==> src/rtl/tdemux_1_4.sv <==
// tdemux_1_4: time-division 1:4 demux; sync-marked beats fill 4 lanes, frame on y.
// Build macro TDEMUX_SYNC_CHECK_EN: a missing sync at slot 0 drops lock instead of free-running.
module tdemux_1_4 #(
    parameter int WIDTH = 1
) (
    input  logic               clk,
    input  logic               rst,
    input  logic [WIDTH-1:0]   d,
    input  logic               valid,
    input  logic               sync,
    output logic [4*WIDTH-1:0] y,
    output logic               frame_valid,
    output logic [1:0]         s,
    output logic               locked,
    output logic               sync_err
);
`ifdef TDEMUX_SYNC_CHECK_EN
    localparam bit SYNC_CHECK = 1'b1;
`else
    localparam bit SYNC_CHECK = 1'b0;
`endif

    typedef enum logic {HUNT, LOCKED} state_t;

    state_t             state;
    logic [3*WIDTH-1:0] shadow;

    always_ff @(posedge clk) begin
        if (rst) begin
            state       <= HUNT;
            shadow      <= '0;
            y           <= '0;
            frame_valid <= 1'b0;
            sync_err    <= 1'b0;
            s           <= 2'd0;
            locked      <= 1'b0;
        end else begin
            frame_valid <= 1'b0;
            sync_err    <= 1'b0;
            if (valid) begin
                if (state == HUNT) begin
                    if (sync) begin
                        shadow[WIDTH-1:0] <= d;
                        s                 <= 2'd1;
                        state             <= LOCKED;
                        locked            <= 1'b1;
                    end
                end else if (sync && s != 2'd0) begin
                    // early sync restarts the frame with this beat as lane 0
                    shadow[WIDTH-1:0] <= d;
                    s                 <= 2'd1;
                    sync_err          <= 1'b1;
                end else if (s == 2'd3) begin
                    y           <= {d, shadow};
                    frame_valid <= 1'b1;
                    s           <= 2'd0;
                end else if (SYNC_CHECK && !sync && s == 2'd0) begin
                    sync_err <= 1'b1;
                    state    <= HUNT;
                    locked   <= 1'b0;
                end else begin
                    shadow[s*WIDTH +: WIDTH] <= d;
                    s                        <= s + 2'd1;
                end
            end
        end
    end
endmodule

==> config.mk <==
export PLATFORM = sky130hd
export DESIGN_NAME = tdemux_1_4
export DESIGN_NICKNAME = d
export VERILOG_FILES = /design/src/rtl/tdemux_1_4.sv
export SDC_FILE = /design/constraint.sdc
export NUM_CORES = 1
export LEC_CHECK = 0
export BUFFER_PORTS_ARGS = -buffer_cell sky130_fd_sc_hd__buf_2
export CELL_PAD_IN_SITES_DETAIL_PLACEMENT = 1
export CELL_PAD_IN_SITES_GLOBAL_PLACEMENT = 1
export CORE_MARGIN = 4
export CORE_UTILIZATION = 30
export CTS_CLUSTER_SIZE = 14
export DETAILED_ROUTE_END_ITERATION = 8
export GPL_ROUTABILITY_DRIVEN = 0
export GPL_TIMING_DRIVEN = 0
export PLACE_DENSITY = 0.65
export SKIP_LAST_GASP = 1
export SLEW_MARGIN = 20
export SYNTH_ARGS = -nofsm -noshare
export SYNTH_HDL_FRONTEND = slang
export SYNTH_SLANG_ARGS = --single-unit
==> constraint.sdc <==
create_clock -name clk -period 1.91 [get_ports clk]
set_input_delay 0.2865 -clock clk [delete_from_list [all_inputs] [get_ports clk]]
set_output_delay 0.2865 -clock clk [all_outputs]
set_load 0.01 [all_outputs]
== Word level (Yosys, flattened, before mapping) ==
Index checks and enable logic that the tools add are counted.
Word-level totals
  output and inout bits: 9
  bits in writable memories: 0
  memory bits (read-only): 0
  bits in latches: 0
  word-level logic and storage cells: 41
  bits in registers: 13
  memories kept: 0
  input port bits: 5
Operators by class
  shifts and indexed selects: 2
  muxes and demuxes: 13
  eq/ne operators: 2
  add/sub/neg operators: 2
  reduce and logical (&&, ||, !) cells: 10
  magnitude comparators: 0
  div/mod/pow operators: 0
  multipliers: 0
  bitwise operators: 4
Operator list (count)
  negation 2 -> 34 bit: 1
  variable shift 1 x 34 -> 3 bit, first input constant: 1
  indexed part select 1 x 34 -> 3 bit: 1
  2-to-1 mux 1 bit: 8
  2-to-1 mux 2 bit: 4
  AND reduction 4 bit: 2
  AND reduction 3 bit: 2
  inverter 1 bit: 4
  nonzero test 2 bit: 2
  OR reduction 4 bit: 1
  bitwise mux 3 bit: 1
  != test 3 bit, second input constant: 1
  OR reduction 3 bit: 1
  adder 2 x 1 -> 2 bit, second input constant: 1
  equality test 2 bit, second input constant: 1
  AND reduction 2 bit: 1
  logical AND 1 bit: 1

== Logic depth before layout (Yosys ltp) ==
  word-level depth: 6
  mapped depth: 6
  depth with buffers taken out: 5

== Least setup slack after synthesis ==
Ideal clock, no wire load.
  path kind: reg2reg
  start: reg s[0]
  end: reg shadow[1]
  stages on the path, launching flop included: 6
  setup time: 72 ps
  path buffers: 0
  period minus slack after synthesis: 1501 ps
  slack: 409 ps
  arrival: 1429 ps
  required time: 1838 ps
  cell sequence: dfxtp_1 inv_1 ha_1 or2b_1 nand4_1 mux2i_1
Between the ends
  cells in the longest elaborated chain, start to end: 4
  elaborated cells between the ends (all ways): 10
  classes of those cells: add/sub: 1; eq/ne: 1; shift: 2; mux: 1; bitwise: 2; reduce/logical: 3
Ends and longest elaborated chain
  start, declared: line 13  | output logic [1:0] s,
  start signal, assigned: line 63  | s <= s + 2'd1;
  parallel branches: the longest is 4 deep, another holds negation 2 -> 34 bit
  end signal, assigned by index: line 43  | shadow[WIDTH-1:0] <= d;
  end signal, assigned by index: line 50  | shadow[WIDTH-1:0] <= d;
  end signal, assigned by index: line 62  | shadow[s*WIDTH +: WIDTH] <= d;
  end, declared: line 26  | logic [3*WIDTH-1:0] shadow;
Parallel ways; which one is timed is not known.
A chain may end at the register's enable or synchronous reset.

== Worst setup path after layout ==
Ends and elaborated chain as after synthesis.

==> qor.txt <==
Cts bufs inserted - 3
Maximum clock rate - 573 MHz
Antenna violations before repair - 0
Pin count of the biggest net entering global routing - 11
Largest area contributor in the netlist - dfxtp_1
CP arrival - 1.95 ns
Crit-path slowest cell - dfxtp_1
Measured slew at the worst slew-check pin - 0.459 ns
Clock buffer depth - 2
Primary FF master, synth - dfxtp_1
Total Power - 0.535 mW
Via count - 607
Crit Path Max Fanout - 8
Min Tclk post-route - 1.74 ns
WL/cell - 14.6 µm
CTS tree - done
Post-route ant nets - 0
Post-cts sizing count - 0
Post-placement cell count - 112
DIE WIDTH - 55.6 µm
CTS Hold Bufs - 0
Setup slack after layout - 0.165 ns
Synthesized area - 679 µm²
Setup crit end kind - flip-flop
Final net count - 100
Clock Sinks - 13
H-tree depth - 1
Setup TNS - 0 ns
WP data required - 2.12 ns
HP Class - input pin to flip-flop
Status - finished clean
Synthesized Nets - 83
Setup Fix Bufs, Post-CTS - 0
Drt drc - 0
Gr usage total - 11.7%
Port Buffers - 12
Layout cells sized above 1 - 22.5%
Max VDD drop - 0.470 mV
Initial Util - 32.9%
Maxcap violations - 0
Post-DP Area - 773 µm²
Final setup vio count - 0
Setup crit start kind - flip-flop
Cells along the critical path - inv_1 -> ha_1 -> nor4b_1 -> nand3_1 -> mux2i_1
Crit Path Class - flip-flop to flip-flop
Final core occ - 38.8%
Most area-consuming cells after synthesis - dfxtp_1 38%, ha_1 9.2%, nand4_1 5.5%
Dpl ws - 0.171 ns
Mapped Avg Cell Area - 9.31 µm²
Clock Latency Late Sink - 0.28 ns
R2R depth - 5
Site Rows - 16
Total Routed Length - 1690 µm
Max incr delay on CP - 0.49 ns
Placeable Area - 2060 µm²
Fin. Hold Viols - 0
Die area - 3090 µm²
Non-Filler Instances - 116
Post-synth EDFFs - 0
Final Cycle Share - 91.4%
Die Height - 55.6 µm
YS warnings - 0
RSZ-0062 raised after global routing - no
Drt via density - 5.23
Synth-to-layout area growth - 17.7%
Root Driver - clkbuf_4
Post-synthesis register bit count - 13
Vias in the first global route - 658
Iter 0 DRT Violations - 6
Hold depth - 2
Pre-antenna DRT Iters - 4
Final Hold Slack - 0.265 ns
Sequential area share after synthesis - 38.3%
Synth top area share - 38.3%
Pwr Density - 670 nW/µm²
Ant diodes - 0
Netlist cell types - 28
Post-Syn Instances - 73
First-pass GRT wire length - 2860 µm
Final Max Tran Viols - 0
Top Ports - 14
Filler cells - 259
GR Overflow Total - 0
Clock-pin slew of the registers on the worst-case setup and hold paths - 0.09 ns
Post-route cell area - 800 µm²
Asr flop ratio synth - 0%
Max_slew headroom - 69.4%
Final Skew - 0.00995 ns
Leakage power total - 0.329 nW
DP HPWL - 1250 µm
==> critical path: cells and delay by family (launching register included) <==
kind                       cells  cell delay (ns)
buffers and inverters          1             0.15
adders and majority gates      1             0.29
muxes                          1             0.15
DFF                            1             0.49
and+or+nand+nor                2             0.59
==> state kept, by name, summed over array words and instances (netlist names) <==
signal       count
locked           1
shadow           3
y                4
state            1
s                2
sync_err         1
frame_valid      1
==> final timing paths <==
| kind | slack [ns] | start | endpoint |
|---|---|---|---|
| worst max-delay path | 0.17 | s[0] | shadow[1] |
| worst min-delay path | 0.26 | rst | shadow[0] |
| worst max register to register | 0.17 | s[0] | shadow[1] |
| worst min register to register | 0.47 | y[1] | y[1] |
==> report_power, final <==
| group | internal, mW | switching (mW) | leakage, nW |
|---|---|---|---|
| Clock | 0.0811 | 0.0950 | 0.0150 |
| Sequential | 0.277 | 0.00789 | 0.106 |
| Combinational | 0.0291 | 0.0447 | 0.209 |
| Total | 0.388 | 0.148 | 0.329 |
==> cell type report <==
class,instances,area (µm²),area share (%)
buffer,4,30.0,3.76
clock buffer,4,26.3,3.29
inverter,5,18.8,2.35
multi-input combinational,51,370,46.3
sequential,13,260,32.6
tap,27,33.8,4.23
timing repair buffer,12,60.1,7.51
==> logic make-up after synthesis <==
kind of cell | after synthesis | synth area share (%)
AO/OA/AOI/OAI | 17 | 19.9
buffers and inverters | 9 | 7.18
multiplexers | 2 | 2.95
flip-flops | 13 | 38.3
adder cells (fa/ha/maj) | 5 | 9.21
AND/OR/NAND/NOR | 27 | 22.5
==> per-layer routing <==
layer | global-route usage, % | up-vias | share of wire (%)
li1 | - | 303 | -
met4 | 5.21 | 0 | 1.5
met5 | 0 | - | 0
met3 | 4.87 | 2 | 5.3
met1 | 12.1 | 289 | 43
met2 | 20.4 | 13 | 50
==> cell usage after synthesis, types with 3 or more instances <==
cell      count
nand2b_1      3
ha_1          5
nand2_1       3
dfxtp_1      13
o31ai_1       4
nor2_1        5
a21oi_1       5
nand4_1       6
inv_1         5
==> layout by cell type, fill, tap and decap left out, types with 2 or more instances in the layout <==
cell type	n
nand3_1	2
a31oi_1	2
clkbuf_1	2
nand2b_1	3
o31ai_1	4
a21oi_1	5
nand2_1	3
buf_4	2
nor2_1	5
nand4_1	6
mux2i_1	2
dfxtp_1	13
ha_1	5
buf_2	12
nor2b_1	2
inv_1	5
clkbuf_4	3
(Power assumes the default switching activity.)
